$ cat config.mk
export PLATFORM = sky130hd
export DESIGN_NAME = param_write_arbiter
export DESIGN_NICKNAME = d
export VERILOG_FILES = /design/src/rtl/param_write_arbiter.sv
export SDC_FILE = /design/constraint.sdc
export NUM_CORES = 1
export LEC_CHECK = 0
export ABC_AREA = 0
export ABC_CLOCK_PERIOD_IN_PS = 2900
export CORE_ASPECT_RATIO = 0.75
export CORE_MARGIN = 1
export CORE_UTILIZATION = 51
export DETAILED_ROUTE_END_ITERATION = 12
export PLACE_DENSITY_LB_ADDON = 0.15
export SKIP_CTS_REPAIR_TIMING = 1
export SLEW_MARGIN = 25
export SYNTH_ARGS = -nofsm -noshare
export SYNTH_HDL_FRONTEND = slang
export SYNTH_SLANG_ARGS = --single-unit
export TNS_END_PERCENT = 30
$ cat constraint.sdc
create_clock -name clk -period 2.9 [get_ports clk]
set_input_delay 0.725 -clock clk [delete_from_list [all_inputs] [get_ports clk]]
set_output_delay 0.725 -clock clk [all_outputs]
set_load 0.03 [all_outputs]
$ cat src/rtl/param_write_arbiter.sv
// param_write_arbiter: shares one data-memory write port between CPU writes
// and a small FIFO of host parameter writes. The CPU wins when it writes;
// queued host writes use the port on cycles the CPU leaves free.
// Optional feature macro: PARAM_WRITE_STARVATION_GUARD_EN. When defined, a
// host write blocked for MaxWait cycles is forced out by stalling the CPU
// for one cycle.
module param_write_arbiter #(
    parameter int DAW       = 10,
    parameter int DWW       = 36,
    parameter int FifoDepth = 4,
    parameter int MaxWait   = 16
) (
    input  logic                         clk,
    input  logic                         reset,
    input  logic [DAW-1:0]               cpuAddrW,
    input  logic [DWW-1:0]               cpuDataW,
    input  logic                         cpuWriteEn,
    input  logic [DAW-1:0]               hostAddr,
    input  logic [DWW-1:0]               hostData,
    input  logic                         hostValid,
    output logic                         hostReady,
    output logic [DAW-1:0]               memAddrW,
    output logic [DWW-1:0]               memDataW,
    output logic                         memWriteEn,
    output logic                         cpuStall,
    output logic [$clog2(FifoDepth):0]   fifoCount
);

    localparam int PW = $clog2(FifoDepth);
    localparam int CW = PW + 1;

    if (FifoDepth < 2 || (FifoDepth & (FifoDepth - 1)) != 0 || MaxWait < 2) begin : g_bad_params
        $error("param_write_arbiter: FifoDepth must be a power of two >= 2 and MaxWait >= 2");
    end

    logic [DAW+DWW-1:0] r_mem [FifoDepth];
    logic [PW-1:0]      r_wr_ptr;
    logic [PW-1:0]      r_rd_ptr;
    logic [CW-1:0]      r_count;

    logic               w_empty;
    logic               w_push;
    logic               w_pop;
    logic               w_cpu_grant;
    logic               w_stall;
    logic [CW-1:0]      w_count_next;
    logic [DAW+DWW-1:0] w_head;

    assign w_empty     = (r_count == '0);
    assign hostReady   = (r_count < CW'(FifoDepth));
    assign w_push      = hostValid && hostReady;
    assign w_cpu_grant = cpuWriteEn && !w_stall;
    assign w_pop       = !w_cpu_grant && !w_empty;
    assign w_head      = r_mem[r_rd_ptr];
    assign fifoCount   = r_count;
    assign cpuStall    = w_stall;

    // Next occupancy: simultaneous push and pop leaves the count unchanged.
    always_comb begin
        w_count_next = r_count;
        case ({w_push, w_pop})
            2'b10:   w_count_next = r_count + 1'b1;
            2'b01:   w_count_next = r_count - 1'b1;
            default: w_count_next = r_count;
        endcase
    end

    // Write-port mux: CPU grant, else FIFO head, else idle zeros.
    always_comb begin
        memWriteEn = 1'b0;
        memAddrW   = '0;
        memDataW   = '0;
        if (w_cpu_grant) begin
            memWriteEn = 1'b1;
            memAddrW   = cpuAddrW;
            memDataW   = cpuDataW;
        end else if (!w_empty) begin
            memWriteEn = 1'b1;
            memAddrW   = w_head[DAW+DWW-1:DWW];
            memDataW   = w_head[DWW-1:0];
        end
    end

    // FIFO storage; contents need no reset because the pointers gate them.
    always_ff @(posedge clk) begin
        if (w_push) begin
            r_mem[r_wr_ptr] <= {hostAddr, hostData};
        end
    end

    // FIFO pointers and occupancy; pointers wrap naturally at FifoDepth.
    always_ff @(posedge clk or posedge reset) begin
        if (reset) begin
            r_wr_ptr <= '0;
            r_rd_ptr <= '0;
            r_count  <= '0;
        end else begin
            if (w_push) r_wr_ptr <= r_wr_ptr + 1'b1;
            if (w_pop)  r_rd_ptr <= r_rd_ptr + 1'b1;
            r_count <= w_count_next;
        end
    end

`ifdef PARAM_WRITE_STARVATION_GUARD_EN
    localparam int WW = $clog2(MaxWait);

    typedef enum logic [1:0] {
        IDLE,
        PEND,
        FORCE
    } state_t;

    state_t          r_state;
    state_t          w_state_next;
    logic [WW-1:0]   r_wait;
    logic [WW-1:0]   w_wait_next;
    logic            w_blocked;

    assign w_blocked = !w_empty && w_cpu_grant;
    assign w_stall   = (r_state == FORCE);

    // Starvation FSM state and wait counter registers.
    always_ff @(posedge clk or posedge reset) begin
        if (reset) begin
            r_state <= IDLE;
            r_wait  <= '0;
        end else begin
            r_state <= w_state_next;
            r_wait  <= w_wait_next;
        end
    end

    // Next-state: state tracks occupancy after the edge, so a write queued at
    // edge N sees PEND in cycle N+1 and FORCE lands in cycle N+MaxWait.
    always_comb begin
        w_state_next = r_state;
        w_wait_next  = r_wait;
        case (r_state)
            IDLE: begin
                w_wait_next = '0;
                if (w_count_next != '0) w_state_next = PEND;
            end
            PEND: begin
                if (w_pop) begin
                    w_wait_next  = '0;
                    w_state_next = (w_count_next == '0) ? IDLE : PEND;
                end else if (w_blocked) begin
                    w_wait_next = r_wait + 1'b1;
                    if (r_wait == WW'(MaxWait - 2)) w_state_next = FORCE;
                end
            end
            FORCE: begin
                w_wait_next  = '0;
                w_state_next = (w_count_next == '0) ? IDLE : PEND;
            end
            default: begin
                w_wait_next  = '0;
                w_state_next = IDLE;
            end
        endcase
    end
`else
    assign w_stall = 1'b0;
`endif

endmodule

After elaboration in Yosys (flattened, before gate mapping)
Memories as Yosys holds them, arrays and structs flattened.
Index checks and enable logic that the tools add are counted.

storage, ports and cells
  register bits = 7
  memory bits (writable) = 184
  input port bits = 96
  output and inout bits = 52
  memories kept = 1

operators by class
  add/sub/neg operators = 4
  order comparisons = 1
  equality and inequality tests = 2
  multiplexer cells = 9
  reductions and logical operators = 6

memories
  memory  depth  width  read ports  clocked after Yosys merged registers in  wr ports  RTL line  source
  r_mem   4      46     1           0                                        1         36        logic [DAW+DWW-1:0] r_mem [FifoDepth];

operators with widths
  cell                                                                    number
  36-bit two-way mux                                                      2
  10-bit two-way mux                                                      2
  3-bit one-hot mux with 2 select lines                                   1
  2-bit by 1-bit adder with 2-bit output (second input constant)          2
  1-bit two-way mux                                                       4
  3-bit by 1-bit adder with 3-bit output (second input constant)          1
  3-bit zero test                                                         1
  3-bit less-than comparator (second input constant)                      1
  3-bit by 1-bit subtractor with 3-bit output (second input constant)     1
  2-bit by 1-bit equality test with 1-bit output (second input constant)  1
  2-bit equality test (second input constant)                             1
  1-bit logical AND                                                       2
  1-bit zero test                                                         2
  2-bit nonzero test                                                      1

Logic depth before layout (Yosys ltp)
Gate-level depths: netlist of the first run.

  depth after elaboration = 5
  gate-level depth with buffers = 9

Worst setup path before layout of the first run
OpenSTA, ideal clock, no wires.

  path type = in2reg
  start point = input port hostValid
  end point = memory r_mem[0][0] (netlist bit), enable pin
  setup time = 408 ps
  arrival time = 2200 ps
  setup slack = 292 ps
  stages = 3
  cells stage by stage = nor2b_1 > clkbuf_1 > and2_1

between the ends
  cells in the longest elaborated chain, start to end = 3

RTL lines
  item                                     RTL line  source
  start: declaration                       20        input logic hostValid,
  1-bit logical AND                        51        assign w_push = hostValid && hostReady;
  1-bit two-way mux                        86        if (w_push) begin
  1-bit two-way mux (implied by the code)  87        r_mem[r_wr_ptr] <= {hostAddr, hostData};
  end: declaration                         36

No other way between the ends.

Final worst setup path of the first run
  start point = register r_rd_ptr[0]
  end point = output port memDataW[16]

between the ends
  cells in the longest elaborated chain, start to end = 3

RTL lines
  item                      RTL line  source
  start: declaration        38        logic [PW-1:0] r_rd_ptr;
  start signal: assignment  99        if (w_pop) r_rd_ptr <= r_rd_ptr + 1'b1;
  memory read 4 x 46 bit    --
  36-bit two-way mux        77        end else if (!w_empty) begin
  36-bit two-way mux        73        if (w_cpu_grant) begin
  end: declaration          23        output logic [DWW-1:0] memDataW,

No other way between the ends.

==> results of run 1 <==
-- stage by stage --
| step | power, mW | TNS, ns |
|---|---|---|
| after floorplan | 5.685 | 0 |
| after global placement | 6.781 | 0 |
| after detailed placement | 6.830 | 0 |
| after CTS | 9.188 | -1.270 |
| after global routing | 9.556 | 0 |
| final | 9.170 | 0 |
-- routing by layer --
layer	vias up	global-route usage	part of all wire
li1	1765	-	-
met3	16	0.05538	0.064
met2	147	0.3130	0.47
met5	-	0	0
met4	0	0.07527	0.014
met1	1989	0.2884	0.45
-- power by group through the flow --
stage,registers (mW),logic [mW],clock network [mW]
6_report,3.66,3.15,2.37
2_1_floorplan,3.65,2.03,0
3_5_place_dp,3.74,3.09,0
5_1_grt,3.69,3.37,2.49
4_1_cts,3.68,3.11,2.40
3_3_place_gp,3.71,3.07,0
-- kinds of logic after synthesis --
kind of cell	after synthesis	synth area share
compound gates	47	0.05435
simple gates	11	0.008170
xor+xnor	6	0.007004
fa+ha+maj	6	0.01100
mux	47	0.1394
flops	191	0.7596
other cells	1	0.0004997
buf+inv	30	0.02001
-- worst paths after layout --
kind,from,end,slack [ns]
hold / removal,fifoCount[0]$_DFFE_PP0P_,fifoCount[0]$_DFFE_PP0P_,0.56
max in group asynchronous,reset,r_rd_ptr[0]$_DFFE_PP0P_,2.04
setup / recovery,r_rd_ptr[0]$_DFFE_PP0P_,memDataW[16],0.07
min in group asynchronous,reset,fifoCount[1]$_DFFE_PP0P_,0.57
hold reg to reg,fifoCount[0]$_DFFE_PP0P_,fifoCount[0]$_DFFE_PP0P_,0.56
setup reg to reg,fifoCount[0]$_DFFE_PP0P_,fifoCount[2]$_DFFE_PP0P_,0.87
-- cell usage in the layout, fill, tap and decap left out, drive strengths merged, types with 3 or more instances in the layout --
cell	instances
edfxtp	184
clkinv	7
mux4	46
inv	8
xnor2	3
buf	71
a22o	46
bufinv	4
xor2	3
dfrtp	7
and2	4
ha	5
clkbuf	19
clkdlybuf4s50	99
-- flip-flops by register name, summed over array words and instances, names as in the netlist --
register and count:
fifoCount 3, r_mem 184, r_rd_ptr 2, r_wr_ptr 2
-- layout make-up --
cell class,count,area [um2],share of cell area
Inverter,8,30.03,0.003033
Multi-Input combinational cell,118,1672,0.1689
Tap cell,195,244.0,0.02465
Clock buffer,19,432.9,0.04373
Timing Repair Buffer,170,1645,0.1662
Clock inverter,13,170.2,0.01719
Sequential cell,191,5705,0.5763
-- cells in the mapped netlist --
| cell | n | area [um2] |
|---|---|---|
| dfrtp_1 | 7 | 175.2 |
| mux4_2 | 46 | 1036 |
| xnor2_1 | 3 | 26.28 |
| mux2i_1 | 1 | 10.01 |
| nand2_1 | 1 | 3.750 |
| buf_6 | 3 | 33.78 |
| and2_1 | 4 | 25.02 |
| conb_1 | 1 | 3.750 |
| xor2_1 | 3 | 26.28 |
| buf_2 | 9 | 45.04 |
| edfxtp_1 | 184 | 5525 |
| buf_1 | 1 | 3.750 |
| clkbuf_1 | 8 | 30.03 |
| a22o_1 | 46 | 402.9 |
| nand2b_1 | 1 | 6.260 |
| o21ai_0 | 1 | 5.000 |
| inv_1 | 8 | 30.03 |
| nor3b_1 | 1 | 7.510 |
| fa_1 | 1 | 20.02 |
| nor2b_1 | 1 | 6.260 |
| buf_4 | 1 | 7.510 |
| nor2_1 | 2 | 7.510 |
| ha_1 | 5 | 62.56 |
| nor3_1 | 1 | 5.000 |
==> reports/metrics.yaml, run 1 <==
worst_setup_path:
  critPathLaunchType: "flip-flop"
  path_buf_inv: 2
  path_delay_family: "flip-flops"
  crit_fanout: 11
  path_cells: "buf_4 -> mux4_2 -> a22o_1 -> buf_4"
  critPathKind: "flip-flop to output pin"
  end_kind: "output pin"
  cpPeakStageDelay_ns: 0.55
  cp_slowest_cell: "dfrtp_4"
  r2r_cells: 9
  cp.arrival_ns: 2.10
  worstPathRequired_ns: 2.17
  crit_top_cell: "buf_4"
  path_depth: 4
sta:
  fmax_ghz: 0.3537
  grt_setup_unrepaired: "false"
  setup_viol_count_final: 0
  skew_ns: 0.006022
  hold_violations: 0
  worst_hold_slack_ns: 0.5641
  final_max_slew_viol_count: 0
  timing.final.crit_share: 0.9749
  timing.final.crit_period_ns: 2.827
  timing.final.ws_setup_ns: 0.07284
power_and_ir_drop:
  p_int_mw: 6.447
  p_per_area_nw_per_um2: 926.3
  p_sw_frac: 0.2970
  p_leak_nw: 3.432
  vdd_drop_max_uv: 608.4
  pwr-share-comb: 0.343
  pwr-share-seq: 0.399
  p_sw_mw: 2.723
  pwr-share-clk: 0.258
logic_synthesis:
  syn_area_um2: 7505
  synth_fp_nets: 441
  avgSynthCellArea_um2: 22.14
  ys_types: 24
  ys_ff_latch: 191
  syn_inst: 339
  yosysSeqAreaShare: 0.7596
  yosys_warnings: 0
clock_tree:
  cts_buffers: 17
  clk_latency_ns: 0.43
  clk_pin_slew_worst_paths_ns: 0.06
  clk_path_buf_depth: 2
  clock-sinks: 191
  cts_max_level: 4
  root_buffer: "clkbuf_16"
  cts_tree: "built"
floorplanning:
  initial_utilization: 0.5350
  dieArea_um2: 15210
  fp.dieH_um: 107.1
  rows: 37
  core_area_um2: 14030
  die_w_um: 142.1
  io_pins: 148
placed_design:
  place_area_um2: 9243
  portBuffers: 146
  dp.cells: 677
  dp_hpwl_mm: 9.174
  gp_congestion: 0.7338
  post-place-ws_ns: 0.4013
job:
  max-cap-violations: 0
cells_and_area:
  finish.utilization: 0.7057
  layout-drive-gt1-share: 0.2929
  areaGrowthSynthToFinish_pct: 31.91
  fillers: 895
  diodes: 0
  postLayoutCellArea_um2: 9899
  nets: 608
  fin_cells: 714
detailed_routing:
  viasPerCell: 5.486
  drc: 0
  routed-via-count: 3917
  wl_mm: 14.39
  ant_nets: 0
  drtPass1Iterations: 4
  wl_per_cell_um: 20.16
  drt_iter0_markers: 261
run_status:
  status: "complete, no violations"
grt:
  grt_pass1_vias: 4091
  grt_pass1_wl_mm: 22.25
  gr-usage-all-layers: 0.2058
  grt-ovfl-total: 0
  grt_max_degree: 49
  antenna_found_initial: 0
worst_hold_path:
  min_path_cells: 1
  worstHoldPathType: "flip-flop to flip-flop"
No activity file was read; power rests on OpenSTA's default activity.
==> run 2: changes to the inputs <==
--- a/config.mk
+++ b/config.mk
@@ -11,6 +11,7 @@
 export CORE_MARGIN = 1
 export CORE_UTILIZATION = 51
 export DETAILED_ROUTE_END_ITERATION = 12
+export GPL_TIMING_DRIVEN = 0
 export PLACE_DENSITY_LB_ADDON = 0.15
 export SKIP_CTS_REPAIR_TIMING = 1
 export SLEW_MARGIN = 25
==> run 2 against run 1 <==
Effect of this change: die area stayed put; maximum frequency barely moved; largest power group unchanged; cell area shrank 0.45%; cell count rose by 0.42%; clock skew grew 0.0036 ns; sequential share of layout area rose by 0.23 points; hold slack worse by 0.0064 ns.
==> reports/metrics.yaml, run 2 (synthesized netlist as in run 1, its figures left out) <==
run_status:
  status: "complete, no violations"
power_and_ir_drop:
  p_leak_nw: 3.575
  p_per_area_nw_per_um2: 895.7
  vdd_drop_max_uv: 522.5
cells_and_area:
  diodes: 0
  areaGrowthSynthToFinish_pct: 31.31
  final_cell_mix: "184 x edfxtp_1, 98 x clkdlybuf4s50_1, 46 x mux4_2, 46 x a22o_1, 31 x clkbuf_2"
  layout_commonest_cell: "edfxtp_1"
  largest_reg_flops: 184
  nets: 611
  postLayoutCellArea_um2: 9854
  top_register: "r_mem"
  layout-drive-gt1-share: 0.2625
clock_tree:
  clk_pin_slew_worst_paths_ns: 0.07
  clock-sinks: 191
  cts_buffers: 17
  cts_max_level: 4
  clk_path_buf_depth: 2
  cts_tree: "built"
  clk_latency_ns: 0.42
  root_buffer: "clkbuf_16"
floorplanning:
  fp.dieH_um: 107.1
  io_pins: 148
  initial_utilization: 0.5350
  rows: 37
  dieArea_um2: 15210
  die_w_um: 142.1
  core_area_um2: 14030
grt:
  grt_max_degree: 30
  gr-usage-all-layers: 0.2089
  grt_pass1_vias: 4088
  grt_pass1_wl_mm: 22.69
  grt-ovfl-total: 0
  antenna_found_initial: 0
sta:
  timing.final.crit_period_ns: 2.828
  skew_ns: 0.009636
  timing.final.crit_share: 0.9753
  setup_viol_count_final: 0
  final_max_slew_viol_count: 0
  hold_violations: 0
  grt_setup_unrepaired: "true"
  fmax_ghz: 0.3535
  timing.final.ws_setup_ns: 0.07154
worst_setup_path:
  end_kind: "output pin"
  crit_fanout: 10
  cp_slowest_cell: "mux4_2"
  cpPeakStageDelay_ns: 0.56
  critPathKind: "flip-flop to output pin"
  path_cells: "buf_4 -> mux4_2 -> a22o_1 -> dlymetal6s2s_1"
  cp.arrival_ns: 2.10
  worstPathRequired_ns: 2.17
  critPathLaunchType: "flip-flop"
detailed_routing:
  wl_mm: 14.55
  routed-via-count: 3980
  viasPerCell: 5.551
  drt_iter0_markers: 305
  ant_nets: 0
  wl_per_cell_um: 20.30
  drtPass1Iterations: 4
  drc: 0
job:
  max-cap-violations: 0
placed_design:
  gp_congestion: 0.6788
  place_area_um2: 9300
  post-place-ws_ns: -1.079
  dp_hpwl_mm: 9.320
  portBuffers: 146
worst_hold_path:
  worstHoldPathType: "primary input to asynchronous set/reset pin"
==> run 2: changes by cell type in the layout (fill, tap and decap cells not counted), moves of 3 or more <==
| cell | previous run | this run |
|---|---|---|
| inv_6 | 0 | 4 |
| clkbuf_2 | 0 | 31 |
| buf_4 | 58 | 8 |
| bufinv_16 | 4 | 0 |
| and2_2 | 4 | 0 |
| dlymetal6s2s_1 | 0 | 20 |
| inv_8 | 0 | 4 |
| and2_4 | 0 | 4 |
| clkbuf_4 | 0 | 3 |
==> run 2: critical path: cells and delay by family, from the launching register on <==
kind	cells	cell delay [ns]
compound gates	1	0.21
mux	1	0.56
flops	1	0.42
buf+inv	2	0.49
==> run 2: report_power, final <==
group          switching (mW)  total (mW)  internal [mW]
clock                    1.03        2.16           1.13
combinational            1.63        3.08           1.45
sequential              0.122        3.58           3.46
==> run 2: area by class of cell <==
cell class / instances / area [um2]
buffer: 22 / 191.4
clock buffer: 18 / 429.2
clock inverter: 14 / 121.4
fill: 923 / 4173
inverter: 8 / 30.03
multi-input combinational: 118 / 1678
sequential: 191 / 5702
tap: 195 / 244.0
timing repair buffer: 151 / 1459
==> run 2: per-layer routing <==
| metal | share of wire | wire (um) | track usage |
|---|---|---|---|
| met3 | 0.084 | 1218 | 0.05538 |
| met4 | 0.0052 | 75 | 0.05530 |
| met5 | 0 | 0 | 0 |
| met2 | 0.49 | 7114 | 0.3288 |
| met1 | 0.42 | 6145 | 0.2920 |
==> run 2: final timing paths <==
kind | startpoint | endpoint | slack (ns) | cells after the start
max in group asynchronous | reset | r_rd_ptr[0]$_DFFE_PP0P_ | 2.10 | 2
max reg2reg | fifoCount[0]$_DFFE_PP0P_ | fifoCount[2]$_DFFE_PP0P_ | 0.77 | 9
min in group clk | fifoCount[0]$_DFFE_PP0P_ | fifoCount[0]$_DFFE_PP0P_ | 0.59 | 1
max | r_rd_ptr[0]$_DFFE_PP0P_ | memDataW[27] | 0.07 | 4
min | reset | r_wr_ptr[1]$_DFFE_PP0P_ | 0.56 | 2
min reg2reg | fifoCount[0]$_DFFE_PP0P_ | fifoCount[0]$_DFFE_PP0P_ | 0.59 | 1
==> run 2: through the flow <==
step	setup TNS (ns)	total power [mW]	utilization	hold slack, ns	cells
after global placement	-231.52	6.716	0.6566	0.5097	680
after CTS	-38.24	8.969	0.7023	0.5282	716
final	0	8.827	0.7025	0.5577	717
after global routing	-0.04857	9.255	0.7025	0.5812	717
after detailed placement	-38.03	6.808	0.6630	0.5181	684
after floorplan	0	5.685	-	0.5284	339
